[src/rtl/atom_arb_pkg.sv]
// Shared types for the AtomRV fetch/data memory arbiter.
package atom_arb_pkg;

   typedef enum logic [1:0] {
      ST_IDLE   = 2'd0,
      ST_RESP_I = 2'd1,
      ST_RESP_D = 2'd2
   } arb_state_t;

   typedef enum logic {
      OWN_I = 1'b0,
      OWN_D = 1'b1
   } arb_own_t;

   localparam logic [2:0] WIDTH_WORD = 3'b010;

endpackage

[src/rtl/atom_arb_sel.sv]
// Fetch/data priority pick: data wins unless fetch is alone or has been starved.
module atom_arb_sel
   import atom_arb_pkg::*;
(
   input  logic i_req,
   input  logic d_req,
   input  logic starve_sat,
   output logic sel
);

   always_comb begin
      sel = OWN_D;
      if (i_req && (!d_req || starve_sat)) sel = OWN_I;
   end

endmodule

[src/rtl/atom_mem_arbiter.sv]
// Single-outstanding arbiter sharing one memory port between AtomRV fetch and data.
// state     | meaning
// ST_IDLE   | arbitrating; data writes complete here on grant
// ST_RESP_I | fetch read outstanding, waiting for m_rvalid_i or timeout
// ST_RESP_D | data read outstanding, waiting for m_rvalid_i or timeout
module atom_mem_arbiter
   import atom_arb_pkg::*;
#(
   parameter int ADDR_W     = 32,
   parameter int DATA_W     = 32,
   parameter int STARVE_MAX = 4,
   parameter int TIMEOUT    = 255
) (
   input  logic              clk_i,
   input  logic              rst_ni,
   input  logic              i_req_i,
   input  logic [ADDR_W-1:0] i_addr_i,
   output logic              i_gnt_o,
   output logic              i_rvalid_o,
   output logic [DATA_W-1:0] i_rdata_o,
   input  logic              d_req_i,
   input  logic              d_we_i,
   input  logic [ADDR_W-1:0] d_addr_i,
   input  logic [DATA_W-1:0] d_wdata_i,
   input  logic [2:0]        d_width_i,
   output logic              d_gnt_o,
   output logic              d_rvalid_o,
   output logic [DATA_W-1:0] d_rdata_o,
   output logic              m_req_o,
   output logic              m_we_o,
   output logic [ADDR_W-1:0] m_addr_o,
   output logic [DATA_W-1:0] m_wdata_o,
   output logic [2:0]        m_width_o,
   input  logic              m_gnt_i,
   input  logic              m_rvalid_i,
   input  logic [DATA_W-1:0] m_rdata_i,
   output logic              hlt_o,
   output logic              err_o
);

   localparam int SC_W = $clog2(STARVE_MAX + 1);
   localparam int TC_W = $clog2(TIMEOUT);
   localparam logic [SC_W-1:0] STARVE_SAT = SC_W'(STARVE_MAX);
   localparam logic [TC_W-1:0] TMO_LOAD   = TC_W'(TIMEOUT - 1);

   arb_state_t      state_q, state_d;
   logic [SC_W-1:0] starve_cnt_q, starve_cnt_d;
   logic [TC_W-1:0] tmo_cnt_q, tmo_cnt_d;
   logic            err_q, err_d;
   logic            sel;
   logic            resp_done;
   logic [DATA_W-1:0] resp_data;

   atom_arb_sel u_sel (
      .i_req      (i_req_i),
      .d_req      (d_req_i),
      .starve_sat (starve_cnt_q == STARVE_SAT),
      .sel        (sel)
   );

   always_ff @(posedge clk_i or negedge rst_ni) begin
      if (!rst_ni) begin
         state_q      <= ST_IDLE;
         starve_cnt_q <= '0;
         tmo_cnt_q    <= '0;
         err_q        <= 1'b0;
      end else begin
         state_q      <= state_d;
         starve_cnt_q <= starve_cnt_d;
         tmo_cnt_q    <= tmo_cnt_d;
         err_q        <= err_d;
      end
   end

   always_comb begin
      state_d      = state_q;
      starve_cnt_d = starve_cnt_q;
      tmo_cnt_d    = tmo_cnt_q;
      err_d        = err_q;
      m_req_o      = 1'b0;
      m_we_o       = 1'b0;
      m_addr_o     = '0;
      m_wdata_o    = '0;
      m_width_o    = '0;
      i_gnt_o      = 1'b0;
      d_gnt_o      = 1'b0;
      i_rvalid_o   = 1'b0;
      d_rvalid_o   = 1'b0;
      i_rdata_o    = '0;
      d_rdata_o    = '0;
      // a genuine response in the terminal-count cycle wins over the timeout
      resp_done    = m_rvalid_i || (tmo_cnt_q == '0);
      resp_data    = m_rvalid_i ? m_rdata_i : '0;

      case (state_q)
         ST_IDLE: begin
            if (i_req_i || d_req_i) begin
               m_req_o = 1'b1;
               if (sel == OWN_I) begin
                  m_addr_o  = i_addr_i;
                  m_width_o = WIDTH_WORD;
                  i_gnt_o   = m_gnt_i;
                  if (m_gnt_i) begin
                     state_d   = ST_RESP_I;
                     tmo_cnt_d = TMO_LOAD;
                  end
               end else begin
                  m_we_o    = d_we_i;
                  m_addr_o  = d_addr_i;
                  m_wdata_o = d_wdata_i;
                  m_width_o = d_width_i;
                  d_gnt_o   = m_gnt_i;
                  if (m_gnt_i && !d_we_i) begin
                     state_d   = ST_RESP_D;
                     tmo_cnt_d = TMO_LOAD;
                  end
               end
            end
         end
         ST_RESP_I, ST_RESP_D: begin
            if (resp_done) begin
               i_rvalid_o = (state_q == ST_RESP_I);
               d_rvalid_o = (state_q == ST_RESP_D);
               i_rdata_o  = (state_q == ST_RESP_I) ? resp_data : '0;
               d_rdata_o  = (state_q == ST_RESP_D) ? resp_data : '0;
               state_d    = ST_IDLE;
               tmo_cnt_d  = '0;
               if (!m_rvalid_i) err_d = 1'b1;
            end else begin
               tmo_cnt_d = tmo_cnt_q - TC_W'(1);
            end
         end
         default: state_d = ST_IDLE;
      endcase

      if (!i_req_i || i_gnt_o) begin
         starve_cnt_d = '0;
      end else if (d_gnt_o && (starve_cnt_q != STARVE_SAT)) begin
         starve_cnt_d = starve_cnt_q + SC_W'(1);
      end
   end

   assign hlt_o = (i_req_i && !i_rvalid_o) || (d_req_i && !(d_we_i ? d_gnt_o : d_rvalid_o));
   assign err_o = err_q;

endmodule

[config.mk]
export PLATFORM = sky130hd
export DESIGN_NAME = atom_mem_arbiter
export DESIGN_NICKNAME = d
export VERILOG_FILES = /design/src/rtl/atom_arb_pkg.sv /design/src/rtl/atom_arb_sel.sv /design/src/rtl/atom_mem_arbiter.sv
export SDC_FILE = /design/constraint.sdc
export NUM_CORES = 1
export LEC_CHECK = 0
export CAP_MARGIN = 20
export CORE_AREA = 2 2 106 108
export CTS_BUF_LIST = sky130_fd_sc_hd__clkbuf_4
export CTS_CLUSTER_DIAMETER = 50
export DETAILED_ROUTE_END_ITERATION = 12
export DIE_AREA = 0 0 108 110
export HOLD_SLACK_MARGIN = 0.06
export PLACE_DENSITY_LB_ADDON = 0.05
export SLEW_MARGIN = 20
export SYNTH_ARGS = -nofsm -noshare
export SYNTH_HDL_FRONTEND = slang
export SYNTH_SLANG_ARGS = --single-unit
[constraint.sdc]
create_clock -name clk_i -period 1.8 [get_ports clk_i]
set_input_delay 0.18 -clock clk_i [delete_from_list [all_inputs] [get_ports clk_i]]
set_output_delay 0.18 -clock clk_i [all_outputs]
set_load 0.02 [all_outputs]
# Word level (Yosys, flattened, before mapping)
# Index checks and enable logic that the tools add are counted.
# totals
regBits	14
latchBits	0
mem_bits_rw	0
mem_bits_ro	0
input_bits	138
out_inout_bits	139
memories	0
# op_classes
add_sub_neg	2
multipliers	0
div	0
n_lt_le_gt_ge	0
eq_ne	8
n_shift	0
n_mux	46
bitwise_logic	1
reduce_logical	23
# op_table
operator	count
32-bit two-way mux	13
8-bit two-way mux	5
1-bit two-way mux	16
8-bit one-hot mux with 2 select lines	1
3-bit two-way mux	5
2-bit two-way mux	5
3-bit inequality test (second input constant)	3
8-bit logical NOT	1
4-bit AND reduction	2
8-bit by 1-bit subtractor with 8-bit output (second input constant)	1
1-bit logical AND	5
1-bit logical NOT	5
1-bit logical OR	5
2-bit inequality test (second input constant)	2
2-bit one-hot mux with 2 select lines	1
2-bit nonzero test	2
3-bit by 1-bit adder with 3-bit output (second input constant)	1
3-bit equality test (second input constant)	1
3-bit AND reduction	1
2-bit by 1-bit equality test with 1-bit output (second input constant)	1
2-bit equality test (second input constant)	1
2-bit logical NOT	1
2-bit OR reduction	1
1-bit inverter	1

# Logic depth before layout (Yosys ltp)
# depth
word_depth	10
ltp_mapped	8
mapped_depth_nobuf	6

# Modules after synthesis
# Synthesis repeated with hierarchy kept, for this count alone.
# hier_totals
hier_cells	337
hier_area_um2	2115.8
# modules_own_cells
mod	instances	cells_each	area_each_um2
atom_mem_arbiter	1	335	2103.3
atom_arb_sel	1	2	12.5

# Worst setup path after synthesis
# No wires, ideal clock.
# synth_timing
path_type	reg2out
startpoint	register tmo_cnt_q[0]
endpoint	output hlt_o
arrival_ns	1.764
t_required_ns	1.620
setup_slack_ns	-0.144
stages_incl_launch_ff	8
cell_sequence	dfrtp_1 inv_1 ha_1 nor3b_2 a21o_1 buf_4 and2_1 o22ai_1
# synth_lines
element	line	rtl
from (decl)	atom_mem_arbiter.sv:48	logic [TC_W-1:0] tmo_cnt_q, tmo_cnt_d;
from (signal assigned)	atom_mem_arbiter.sv:70	tmo_cnt_q <= tmo_cnt_d;
8-bit logical NOT	atom_mem_arbiter.sv:92	resp_done = m_rvalid_i || (tmo_cnt_q == '0);
1-bit logical OR	atom_mem_arbiter.sv:92	
1-bit two-way mux	atom_mem_arbiter.sv:121	if (resp_done) begin
1-bit two-way mux	atom_mem_arbiter.sv:95	case (state_q)
net i_rvalid_o	atom_mem_arbiter.sv:19	output logic i_rvalid_o,
1-bit logical NOT	atom_mem_arbiter.sv:143	assign hlt_o = (i_req_i && !i_rvalid_o) || (d_req_i && !(d_we_i ? d_gnt_o : d_rvalid_o));
1-bit logical AND	atom_mem_arbiter.sv:143	
1-bit logical OR	atom_mem_arbiter.sv:143	
to (decl)	atom_mem_arbiter.sv:37	output logic hlt_o,
# The timed path passes the listed nets, and every way through them passes these cells.

# Final worst setup path
# layout_timing
startpoint	register starve_cnt_q[0]
endpoint	output m_addr_o[28]
# layout_via
elab_chain_len	6
# layout_lines
element	line	rtl
from (decl)	atom_mem_arbiter.sv:47	logic [SC_W-1:0] starve_cnt_q, starve_cnt_d;
from (signal assigned)	atom_mem_arbiter.sv:69	starve_cnt_q <= starve_cnt_d;
3-bit equality test	atom_mem_arbiter.sv:57	.starve_sat (starve_cnt_q == STARVE_SAT),
1-bit logical OR	atom_arb_sel.sv:13	if (i_req && (!d_req || starve_sat)) sel = OWN_I;
1-bit logical AND	atom_arb_sel.sv:13	
32-bit two-way mux	atom_mem_arbiter.sv:99	if (sel == OWN_I) begin
32-bit two-way mux	atom_mem_arbiter.sv:97	if (i_req_i || d_req_i) begin
32-bit two-way mux	atom_mem_arbiter.sv:95	
to (decl)	atom_mem_arbiter.sv:31	output logic [ADDR_W-1:0] m_addr_o,
# No other way between the ends.

==> metrics <==
Final #Nets=857; row cnt=38; crit-path max FO=6; pins over their slew limit=0; Routed wire per std cell=16.1 um; Total Routing Usage GR=19.6%; fmax=0.502 GHz; port buffer count=276; Tmin final=1.99 ns; Clock power frac=3.0%; H-tree depth=1; post-route setup TNS=-7.49 ns; final setup vio count=67; gpl congestion=0.810; chip width=108 um; Root Driver=clkbuf_4; Die Ht=110 um; clock insertion delay at the later pin of the skew report=0.28 ns; WS Path Type=reg -> out; number of global-route vias before repair=3618; Synth Register Bits=14; status=complete, but fails checks; Placed Area=0.00557 mm^2; clk slew on worst S/H paths=0.09 ns; sequential area share after synthesis=16.5%; Power, Total=6.08 mW; Sw Ratio=44.5%; CTS tree=done; drt pass-1 iters=4; dominant register cell in the synthesized netlist=dfrtp_1; clk buf depth=2; crit start category=register; Reg power frac=8.3%; Core Region=0.0107 mm^2; average size of a mapped cell=5.75 um^2; global route overflow=0; ANT nets after route=0; endpoint class of the critical path=primary output; Slew HR=78.2%; final instance area=0.00704 mm^2; WL final=13700 um; synth cell count leaders=101 x nand2_1, 72 x nor2_1, 38 x a21oi_1; layout cells sized above 1=59.8%; NetSw=2.70 mW; reg-to-reg setup timing slack=0.04 ns; Fin. Hold Viols=0; Fillers=877; via count=3891; critical path arrival=1.81 ns; I/O pin cnt=277; Internal=3.38 mW; RR Startpoint=starve_cnt_q[0]; number of inserted diodes=0; Final Non-Filler Cells=849; final core utilization=65.8%; fin crit share=111%; first-pass GRT wire length=18900 um; Synth Cell Area=0.00212 mm^2; area of the die=0.0119 mm^2; starting density of the core=19.8%; drt initial violations=199; Setup WS post-layout=-0.192 ns; worst path required time=1.62 ns; YS warnings=0; number of placed cells counting well taps=810; Syn Inst Count=368; area share of the largest cell type after synthesis=17.9%; vias per cell=4.58; top cells by area, synth=nand2_1 18%, dfrtp_1 17%, nor2_1 13%; class of the worst hold path=in -> async; reg2reg path depth=9; Syn Nets=514; Power Density=863 mW/mm^2; leakage power=2.96 nW; Clock Skews=0.00106 ns; Worst R2R End=state_q[0]; Worst-Margin Slew=0.325 ns; library cells used by synthesis=43; MaxCap Viol Count=0; antenna violations before repair=0; pre-CTS WS=-0.528 ns; Logic pwr share=88.6%; RSZ-0062 raised after global routing=true; VDD IR max=0.000548 V; Area Growth Syn to Fin=233%; async set-reset flop share out of synthesis=100%; Inserted Clock Buffers=3; clk sink count=14; top-count cell post-synth=nand2_1; EDFF count, synth=0; dominant cell type by area after synthesis=nand2_1; Remaining DRCs=0; worst hold margin=0.204 ns; pin count of the biggest net entering global routing=33; failing checks=setup timing; hpwl dp=9530 um
[power by group through the flow]
stage               registers, mW  logic, mW  clock network [mW]
floorplan                   0.503       1.85                   0
global placement            0.474       3.76                   0
detailed placement          0.476       3.79                   0
CTS                         0.506       4.50               0.189
global route                0.521       5.70               0.210
finish                      0.507       5.39               0.184
[worst max path at each step]
stage	start	to	slack (ns)
2_1_floorplan	starve_cnt_q[0]	m_addr_o[29]	-0.08
3_3_place_gp	d_req_i	m_addr_o[25]	-0.47
3_5_place_dp	d_req_i	m_addr_o[28]	-0.53
4_1_cts	starve_cnt_q[0]	m_addr_o[16]	-0.21
5_1_grt	starve_cnt_q[1]	m_addr_o[15]	-0.28
6_report	starve_cnt_q[0]	m_addr_o[28]	-0.19
[flip-flops by register name (all words and copies together), names as in the netlist]
signal,flops
err_o,1
tmo_cnt_q,8
starve_cnt_q,3
state_q,2
[logic make-up after synthesis]
kind of cell	Yosys count	synth area share, %
fa+ha+maj	8	4.73
buf+inv	41	8.27
compound gates	72	21.2
simple gates	233	49.2
flops	14	16.5
[per-layer routing]
layer	share of wire [%]	vias to the layer above	wire [um]	global-route usage (%)
met5	0	-	0	0
met4	0.79	0	108	1.65
met3	7.9	10	1080	4.23
met2	55	146	7580	38.7
met1	36	1837	4920	22.4
li1	-	1898	-	-
[critical path, stage by stage (launching register included)]
cell and delay [ns]:
dfrtp_1 0.37, inv_2 0.06, ha_4 0.17, a21boi_4 0.16
nand2b_4 0.25, buf_8 0.17, nand2_2 0.05, a21oi_2 0.16
buf_6 0.14
[cell type report]
class	count	area (um^2)	share of cell area, %
clock buffer	3	22.5	0.320
inverter	12	45.0	0.640
multi-input combinational	313	2530	35.9
sequential	14	350	4.97
tap	140	175	2.49
timing repair buffer	367	3920	55.7
[layout by cell type, fill, tap and decap left out, drive strengths merged, types with 2 or more instances in the layout]
master,n
nor3,6
or4,3
nor2,72
o41ai,2
nand4,3
inv,12
nor3b,2
a22o,6
nand2b,2
dfrtp,14
clkbuf,10
a31o,3
nand2,101
and2,36
nor4,2
buf,221
clkdlybuf4s50,137
ha,8
o21ai,12
a311o,2
a21oi,38
[what timing repair did]
| item | 4_1_cts | 5_1_grt |
|---|---|---|
| setup endpoints to repair | 142 | 147 |
| setup buffers | 12 | 10 |
| hold buffers | 0 | 0 |
| cloned | 9 | 8 |
| pin swaps | 49 | 70 |
| resized for setup | 744 | 298 |
Note: power is estimated with default switching activity, not from simulation.
